==> config.mk <==
export PLATFORM = sky130hd
export DESIGN_NAME = vga_rect_filler
export DESIGN_NICKNAME = d
export VERILOG_FILES = /design/src/rtl/vga_rect_filler.sv
export SDC_FILE = /design/constraint.sdc
export NUM_CORES = 1
export LEC_CHECK = 0
export ABC_AREA = 1
export CORE_ASPECT_RATIO = 0.6
export CORE_UTILIZATION = 28
export DETAILED_ROUTE_END_ITERATION = 8
export SKIP_CTS_REPAIR_TIMING = 1
export SYNTH_ARGS = -nofsm -noshare
export SYNTH_HDL_FRONTEND = slang
export SYNTH_SLANG_ARGS = --single-unit
==> constraint.sdc <==
create_clock -name CLOCK_50 -period 3.5 [get_ports CLOCK_50]
set_clock_uncertainty 0.15 [all_clocks]
set_input_delay 0.35 -clock CLOCK_50 [delete_from_list [all_inputs] [get_ports CLOCK_50]]
set_output_delay 0.35 -clock CLOCK_50 [all_outputs]
set_load 0.01 [all_outputs]
==> src/rtl/vga_rect_filler.sv <==
// Pixel-stream generator for a plot-style VGA sink: fills a clipped rectangle with a
// solid, striped or checkerboard colour, or free-runs full-screen colour sweeps.
module vga_rect_filler #(
  parameter int unsigned X_W      = 8,
  parameter int unsigned Y_W      = 7,
  parameter int unsigned COLOR_W  = 3,
  parameter int unsigned SCREEN_W = 160,
  parameter int unsigned SCREEN_H = 120
) (
  input  logic               CLOCK_50,
  input  logic [3:0]         KEY,
  input  logic               start,
  input  logic [1:0]         mode,
  input  logic [X_W-1:0]     x0,
  input  logic [X_W-1:0]     w,
  input  logic [Y_W-1:0]     y0,
  input  logic [Y_W-1:0]     h,
  input  logic [COLOR_W-1:0] color_in,
  input  logic               ready,
  output logic [X_W-1:0]     VGA_X,
  output logic [Y_W-1:0]     VGA_Y,
  output logic [COLOR_W-1:0] VGA_COLOR,
  output logic               plot,
  output logic               busy,
  output logic               done
);

  typedef enum logic [1:0] {StIdle, StSetup, StDraw, StDone} state_e;

  localparam logic [1:0] ModeStripes = 2'd1;
  localparam logic [1:0] ModeChecker = 2'd2;
  localparam logic [1:0] ModeSweep   = 2'd3;

  localparam logic [X_W:0] ScrW = (X_W+1)'(SCREEN_W);
  localparam logic [Y_W:0] ScrH = (Y_W+1)'(SCREEN_H);

  logic w_rst_n;
  logic w_unused_keys;
  assign w_rst_n       = KEY[0];
  assign w_unused_keys = ^KEY[3:2];

  state_e             r_state, w_state;
  logic [1:0]         r_mode;
  logic [X_W-1:0]     r_x0, r_w, r_xs, r_xe, r_x, w_x;
  logic [Y_W-1:0]     r_y0, r_h, r_ys, r_ye, r_y, w_y;
  logic [COLOR_W-1:0] r_color, r_sweep, w_sweep, r_pix_color, w_color;
  logic               r_plot, w_plot, r_busy, r_done;
  logic [1:0]         r_key1_sync;

  logic w_pause, w_accept, w_sweep_cmd, w_empty, w_last_x, w_last_y;

  // Last column/row of a clipped span: min(org + len, limit) - 1.
  function automatic logic [X_W-1:0] f_end_x(input logic [X_W-1:0] org, input logic [X_W-1:0] len);
    logic [X_W:0] sum;
    sum = {1'b0, org} + {1'b0, len};
    if (sum > ScrW) sum = ScrW;
    sum = sum - (X_W+1)'(1);
    return sum[X_W-1:0];
  endfunction

  function automatic logic [Y_W-1:0] f_end_y(input logic [Y_W-1:0] org, input logic [Y_W-1:0] len);
    logic [Y_W:0] sum;
    sum = {1'b0, org} + {1'b0, len};
    if (sum > ScrH) sum = ScrH;
    sum = sum - (Y_W+1)'(1);
    return sum[Y_W-1:0];
  endfunction

  function automatic logic [COLOR_W-1:0] f_color(input logic [1:0] m, input logic [X_W-1:0] dx,
                                                 input logic [Y_W-1:0] dy,
                                                 input logic [COLOR_W-1:0] base,
                                                 input logic [COLOR_W-1:0] sweep);
    logic [X_W+3:0]         dxe;
    logic [Y_W+COLOR_W+3:0] dye;
    dxe = {4'd0, dx};
    dye = {(COLOR_W+4)'(0), dy};
    case (m)
      ModeStripes: return base + dye[COLOR_W-1:0];
      ModeChecker: return (dxe[3] ^ dye[3]) ? ~base : base;
      ModeSweep:   return sweep;
      default:     return base;
    endcase
  endfunction

  assign w_pause     = ~r_key1_sync[1];
  assign w_accept    = r_plot & ready & ~w_pause;
  assign w_sweep_cmd = (r_mode == ModeSweep);
  assign w_last_x    = (r_x == r_xe);
  assign w_last_y    = (r_y == r_ye);
  assign w_empty     = (r_w == '0) || (r_h == '0) || ({1'b0, r_x0} >= ScrW) ||
                       ({1'b0, r_y0} >= ScrH);

  always_comb begin
    w_state = r_state;
    w_x     = r_x;
    w_y     = r_y;
    w_color = r_pix_color;
    w_plot  = 1'b0;
    w_sweep = r_sweep;
    unique case (r_state)
      StIdle: if (start) w_state = StSetup;
      StSetup: begin
        if (w_sweep_cmd) begin
          w_x     = '0;
          w_y     = '0;
          w_color = r_sweep;
          w_plot  = ~w_pause;
          w_state = StDraw;
        end else if (w_empty) begin
          w_state = StDone;
        end else begin
          w_x     = r_x0;
          w_y     = r_y0;
          w_color = r_color;
          w_plot  = ~w_pause;
          w_state = StDraw;
        end
      end
      StDraw: begin
        w_plot = ~w_pause;
        if (w_accept) begin
          if (!w_last_x) begin
            w_x     = r_x + X_W'(1);
            w_color = f_color(r_mode, w_x - r_xs, r_y - r_ys, r_color, r_sweep);
          end else if (!w_last_y) begin
            w_x     = r_xs;
            w_y     = r_y + Y_W'(1);
            w_color = f_color(r_mode, '0, w_y - r_ys, r_color, r_sweep);
          end else begin
            if (w_sweep_cmd) w_sweep = r_sweep + COLOR_W'(1);
            // A sweep keeps running only while the live mode input still requests it.
            if (w_sweep_cmd && (mode == ModeSweep)) begin
              w_x     = '0;
              w_y     = '0;
              w_color = w_sweep;
            end else begin
              w_state = StDone;
              w_plot  = 1'b0;
            end
          end
        end
      end
      StDone:  w_state = StIdle;
      default: w_state = StIdle;
    endcase
  end

  always_ff @(posedge CLOCK_50 or negedge w_rst_n) begin
    if (!w_rst_n) begin
      r_state     <= StIdle;
      r_mode      <= '0;
      r_x0        <= '0;
      r_w         <= '0;
      r_y0        <= '0;
      r_h         <= '0;
      r_color     <= '0;
      r_xs        <= '0;
      r_ys        <= '0;
      r_xe        <= '0;
      r_ye        <= '0;
      r_x         <= '0;
      r_y         <= '0;
      r_pix_color <= '0;
      r_plot      <= 1'b0;
      r_busy      <= 1'b0;
      r_done      <= 1'b0;
      r_sweep     <= COLOR_W'(1);
      r_key1_sync <= 2'b11;
    end else begin
      r_key1_sync <= {r_key1_sync[0], KEY[1]};
      r_state     <= w_state;
      r_x         <= w_x;
      r_y         <= w_y;
      r_pix_color <= w_color;
      r_plot      <= w_plot;
      r_sweep     <= w_sweep;
      r_busy      <= (w_state == StSetup) || (w_state == StDraw);
      r_done      <= (w_state == StDone);
      if (r_state == StIdle && start) begin
        r_mode  <= mode;
        r_x0    <= x0;
        r_w     <= w;
        r_y0    <= y0;
        r_h     <= h;
        r_color <= color_in;
      end
      if (r_state == StSetup) begin
        r_xs <= w_sweep_cmd ? '0 : r_x0;
        r_ys <= w_sweep_cmd ? '0 : r_y0;
        r_xe <= w_sweep_cmd ? X_W'(SCREEN_W - 1) : f_end_x(r_x0, r_w);
        r_ye <= w_sweep_cmd ? Y_W'(SCREEN_H - 1) : f_end_y(r_y0, r_h);
      end
    end
  end

  assign VGA_X     = r_x;
  assign VGA_Y     = r_y;
  assign VGA_COLOR = r_pix_color;
  assign plot      = r_plot;
  assign busy      = r_busy;
  assign done      = r_done;

endmodule

==> run summary, run 1 <==
first-pass GRT wire length: 27.3 mm
Final Hold Viols: 0
multi-input combinational cell area: 3520 µm²
chip width: 194 µm
vias per cell: 4.77
Setup CP Type: flop to flop
Area growth syn-to-layout: 19.2%
Synth Flop Type: dfrtp_1
register area share after synthesis: 36.3%
Setup crit end kind: flop
asr flop ratio synth: 100%
yosys warns: 0
grt met3 use: 3.31%
Chip Height: 117 µm
Reg area: 2260 µm²
Row Count: 41
post-route setup TNS: 0 ns
CP Launch Type: flop
cts bufs inserted: 9
Slowest cell on crit path: fa_1
Hold Path Class: flop to flop
Ports: 63
DRC viols: 0
via count: 5316
Post-Synthesis Cells: 767
insertion delay to the later sink of the worst-skew pair: 0.36 ns
H-tree depth: 3
CTS Buffer Depth: 2
count of cell types in the netlist: 53
Initial Util: 29.1%
CTS Sinks: 90
fin crit share: 87.7%
crit path launch: r_x0[0]$_DFFE_PN0P_
post-synthesis net count: 851
Post-synth top cells: nand2_1, dfrtp_1, inv_1
antenna cells: 0
number of flops mapped to enable cells by yosys: 0
DR WL/cell: 15.0 µm
most common cell in the netlist: nand2_1
clk root buf: clkbuf_16
Slew headroom: 36.9%
reg2reg path depth: 16
antenna violations before repair: 0
largest net degree at the start of global routing: 61
Mapped Avg Cell Area: 8.11 µm²
die area: 22800 µm²
Synth top area share: 35.0%
leading area contributor after synthesis: dfrtp_1
launch point of the worst reg-to-reg path: r_x0[0]$_DFFE_PN0P_
reg2reg end: r_xe[6]$_DFFE_PN0P_
detailed placer's ending HPWL: 12.7 mm
CP Cell Sequence: ha_1 -> inv_1 -> fa_1 -> inv_1 -> or2_2 -> nor2_1 -> nand3_1 -> nand2_2 -> nand2_4 -> a21oi_2 -> nand2_1 -> ha_1 -> nand2_1 -> nor2_1 -> a21oi_1 -> o21ai_1
slack of the critical path: 0.429 ns
DR iter-0 viols: 476
Worst setup endpoint: r_xe[6]$_DFFE_PN0P_
share of cells above drive strength 1: 12.9%
Req. time, crit path: 3.60 ns
Final Max Slew Viols: 0
Final ANT Viol Nets: 0
gpl congestion: 0.880
Filler cells: 2249
Core ar.: 21400 µm²
mapped cell area: 6220 µm²
Pre-antenna DRT Iters: 5
Reg2Reg Setup Slack: 0.43 ns
Congestion Overflow GR: 0
Overall Global Routing Usage: 15.3%
Yosys reg bits: 90
synth top area cells: dfrtp_1, nand2_1, ha_1
clock slew at reported path FFs: 0.07 ns
Place WS: 0.484 ns
status: finished, final reports clean
Period minus WS final: 3.07 ns
met2 Use GR: 19.4%
GR Util met1: 25.2%
CTS tree: yes
Final Setup Violations: 0
port bufs: 60
DRT Wirelength: 16.7 mm
critical path fanouts, max: 4
busiest layer in global routing: met1
Slew @ Worst Pin: 0.943 ns
CP Data Arrival Time: 3.17 ns
Final #Nets: 914
number of global-route vias before repair: 5004
fmax: 326 MHz
unrepaired setup endpoints after global routing: false
MaxCap Viol Count: 0
Worst path max stage delay: 0.47 ns
-- area by class of cell --
type                    count  area share [%]
multi-input cells         566            47.4
flip-flops and latches     90            30.4
repair buffers             71            9.21
well taps                 279            4.71
inverters                  92            4.69
clock buffers              11            3.14
clock inverters             5           0.422
-- sequential cells by signal, summed over array words and instances (netlist names), 4 cells and up --
| signal | flops |
|---|---|
| VGA_Y | 7 |
| r_x0 | 8 |
| VGA_X | 8 |
| r_h | 7 |
| r_y0 | 7 |
| r_w | 8 |
| r_xs | 8 |
| r_ye | 7 |
| r_ys | 4 |
| r_xe | 8 |
-- worst max-delay path, delay by kind of cell, from the launching register on --
kind | cells | cell delay, ns
fa+ha+maj | 3 | 0.95
simple gates | 8 | 0.90
compound gates | 3 | 0.43
flops | 1 | 0.40
buf+inv | 2 | 0.13
-- layout by cell type, fill, tap and decap left out, drive strengths merged, types with 3 or more instances in the layout --
cell and instances:
or2 10, nor4 3, nand3 59, clkdlybuf4s50 59, inv 90, mux2 25
xor2 17, clkinv 6, fa 6, dfrtp 87, nor3 8, buf 11
a21oi 51, o21ai 43, a31oi 5, nand2 180, nand4 11, nor2 62
o211ai 4, dfstp 3, o22ai 9, clkbuf 11, nand3b 7, ha 36
o31ai 3, xnor2 20
-- logic make-up (layout without fill, tap and decap cells) --
group	Yosys count	in the layout	synth area share [%]
fa+ha+maj	42	42	9.17
flops	90	90	36.3
xor+xnor	37	37	5.21
simple gates	340	340	25.9
compound gates	122	122	11.6
buf+inv	111	179	7.24
mux	25	25	4.53
-- how the worst min path moves through the flow --
stage	start	to	slack [ns]	cells after the start
finish	r_key1_sync[0]$_DFF_PN1_	r_key1_sync[1]$_DFF_PN1_	0.21	0
floorplan	KEY[0]	VGA_COLOR[0]$_DFFE_PN0P_	-0.1	0
global route	r_key1_sync[0]$_DFF_PN1_	r_key1_sync[1]$_DFF_PN1_	0.22	0
global placement	r_key1_sync[0]$_DFF_PN1_	r_key1_sync[1]$_DFF_PN1_	0.20	0
detailed placement	r_key1_sync[0]$_DFF_PN1_	r_key1_sync[1]$_DFF_PN1_	0.20	0
CTS	KEY[0]	r_h[6]$_DFFE_PN0P_	-0.04	1
-- per-stage QoR --
step	std cells	utilization (%)	instance area, µm²	hold WS [ns]
6_report	1114	34.7	7420	0.206
5_1_grt	1114	34.7	7420	0.216
4_1_cts	1113	34.6	7410	-0.0352
3_5_place_dp	1097	33.4	7140	0.197
3_3_place_gp	1097	33.4	7140	0.196
2_1_floorplan	767	-	6220	-0.0956
-- routing by layer --
layer  vias to the layer above  part of all wire (%)  wire (µm)
met1                      2478                    57       9540
met3                        10                   5.8        977
met2                       156                    36       6070
li1                       2672                     -          -
met4                         0                  0.81        135
met5                         -                     0          0
Power of run 1 is not shown: default switching activity piles up to over one toggle a cycle in this logic, so the estimate is an artifact.
==> inputs of run 2 (changes only) <==
--- a/config.mk
+++ b/config.mk
@@ -7,6 +7,7 @@
 export LEC_CHECK = 0
 export ABC_AREA = 1
 export CORE_ASPECT_RATIO = 0.6
+export CORE_MARGIN = 2
 export CORE_UTILIZATION = 28
 export DETAILED_ROUTE_END_ITERATION = 8
 export SKIP_CTS_REPAIR_TIMING = 1
==> run 2 against run 1 <==
Net effect:
- the flow now finishes with violations (hold timing)
- critical path depth is 1 higher
- via count is 0.32% higher
- setup slack better by 0.015 ns
- wire length is 1.2% higher
- count of clock-buffer cells in the layout is 2 higher
- cell count is 0.54% higher
- first-iteration DRC count is 30% lower
- critical endpoint unchanged
==> run summary, run 2 (same netlist as run 1, synthesis figures left out) <==
status: finished with violations (was finished, final reports clean)
violated checks: hold timing
Final Max Slew Viols: 0 (unchanged)
final cell utilization of the core: 34.0% (was 34.7%)
Filler cells: 2283 (was 2249)
Initial Util: 28.4% (was 29.1%)
DRT Wirelength: 16.9 mm (was 16.7 mm)
Hold Path Class: input pin to async pin (was flop to flop)
Core ar.: 21900 µm² (was 21400 µm²)
Slew @ Worst Pin: 0.881 ns (was 0.943 ns)
H-tree depth: 3 (unchanged)
antenna cells: 0 (unchanged)
clock slew at reported path FFs: 0.07 ns (about the same)
Overall Global Routing Usage: 15.4% (was 15.3%)
Final #Nets: 913 (was 914)
Period minus WS final: 3.06 ns (was 3.07 ns)
fmax: 327 MHz (was 326 MHz)
Setup CP Type: flop to flop (unchanged)
detailed placer's ending HPWL: 12.8 mm (was 12.7 mm)
chip width: 196 µm (was 194 µm)
clk root buf: clkbuf_16 (unchanged)
gpl congestion: 0.848 (was 0.880)
leading cell type in the layout, fill and taps excluded: nand2_1 (unchanged)
CTS Sinks: 90 (unchanged)
Row Count: 42 (was 41)
Reg2Reg Setup Slack: 0.44 ns (was 0.43 ns)
antenna violations before repair: 0 (unchanged)
Pre-antenna DRT Iters: 6 (was 5)
die area: 23500 µm² (was 22800 µm²)
reg2reg path depth: 17 (was 16)
Final Setup Violations: 0 (unchanged)
share of cells above drive strength 1: 12.9% (about the same)
largest net degree at the start of global routing: 66 (was 61)
vias per cell: 4.76 (was 4.77)
post-route setup TNS: 0 ns (unchanged)
number of global-route vias before repair: 5177 (was 5004)
CP Data Arrival Time: 3.19 ns (was 3.17 ns)
most frequent cells in the layout: nand2_1, dfrtp_1, inv_1, clkdlybuf4s50_1, nor2_1 (unchanged)
DRC viols: 0 (unchanged)
CTS tree: yes (unchanged)
MaxCap Viol Count: 0 (unchanged)
Ports: 63 (unchanged)
Slew headroom: 41.3% (was 36.9%)
via count: 5333 (was 5316)
design area: 7460 µm² (was 7420 µm²)
Final Hold Viols: 49 (was 0)
Chip Height: 119 µm (was 117 µm)
first-pass GRT wire length: 27.9 mm (was 27.3 mm)
cts bufs inserted: 9 (unchanged)
WHS: -0.0646 ns (was 0.206 ns)
Req. time, crit path: 3.63 ns (was 3.60 ns)
CP Launch Type: flop (unchanged)
placed cell areas: 7150 µm² (was 7140 µm²)
unrepaired setup endpoints after global routing: false (unchanged)
port bufs: 60 (unchanged)
Setup crit end kind: flop (unchanged)
Congestion Overflow GR: 0 (unchanged)
launch point of the worst reg-to-reg path: r_x0[0]$_DFFE_PN0P_ (unchanged)
fin crit share: 87.3% (was 87.7%)
Final ANT Viol Nets: 0 (unchanged)
Area growth syn-to-layout: 19.9% (was 19.2%)
reg2reg end: r_xe[6]$_DFFE_PN0P_ (unchanged)
insertion delay to the later sink of the worst-skew pair: 0.36 ns (about the same)
CTS Buffer Depth: 2 (unchanged)
DR WL/cell: 15.1 µm (was 15.0 µm)
critical path fanouts, max: 4 (unchanged)
DR iter-0 viols: 334 (was 476)
==> run 2: changes by cell type in the layout (fill, tap and decap cells not counted), sizes merged <==
| cell | change |
|---|---|
| clkinvlp | -1 |
| dlygate4sd3 | -1 |
| clkinv | -2 |
| clkbuf | +2 |
| bufinv | +1 |
==> run 2: layout make-up <==
type / instances / area, µm² / share of cell area, %
multi-input cells: 566 / 3520 / 47.1
flip-flops and latches: 90 / 2260 / 30.2
repair buffers: 70 / 673 / 9.03
well taps: 286 / 358 / 4.80
inverters: 92 / 348 / 4.66
clock buffers: 13 / 260 / 3.49
clock inverters: 3 / 47.5 / 0.637
==> run 2: metal layers <==
metal,vias up,routed length [µm],track usage [%]
met5,-,0,0
met2,164,6190,19.9
li1,2662,-,-
met1,2494,9490,24.8
met3,13,1130,4.19
met4,0,121,2.70
==> run 2: worst max-delay path, cell delays in order, from the launching register on <==
cell	delay, ns
dfrtp_1	0.39
ha_1	0.24
inv_1	0.07
fa_1	0.47
inv_1	0.06
or2_2	0.27
nor2_1	0.10
nand3_1	0.10
nand2_2	0.09
nand2_4	0.06
a21oi_2	0.19
nand2_1	0.12
ha_1	0.23
nand2_1	0.11
nor2_1	0.06
nand3_1	0.08
nand2_1	0.05
o21ai_1	0.13
==> run 2: how the worst max path moves through the flow <==
stage / to / slack (ns) / cells past startpoint / startpoint
after floorplan: r_xe[6]$_DFFE_PN0P_ / 0.79 / 16 / r_x0[0]$_DFFE_PN0P_
after global placement: r_xe[6]$_DFFE_PN0P_ / 0.50 / 16 / r_x0[0]$_DFFE_PN0P_
after detailed placement: r_xe[6]$_DFFE_PN0P_ / 0.48 / 16 / r_x0[0]$_DFFE_PN0P_
after CTS: r_xe[6]$_DFFE_PN0P_ / 0.45 / 16 / r_x0[0]$_DFFE_PN0P_
after global routing: r_xe[6]$_DFFE_PN0P_ / 0.20 / 16 / r_x0[0]$_DFFE_PN0P_
final: r_xe[6]$_DFFE_PN0P_ / 0.44 / 17 / r_x0[0]$_DFFE_PN0P_
==> run 2: through the flow <==
stage          std cells  hold slack [ns]  setup WS [ns]
3_3_place_gp        1104            0.196          0.501
4_1_cts             1120          0.00127          0.447
2_1_floorplan        767          -0.0956          0.793
3_5_place_dp        1104            0.199          0.477
5_1_grt             1120           0.0131          0.204
6_report            1120          -0.0646          0.444
Power of run 2 is left out for the same reason.
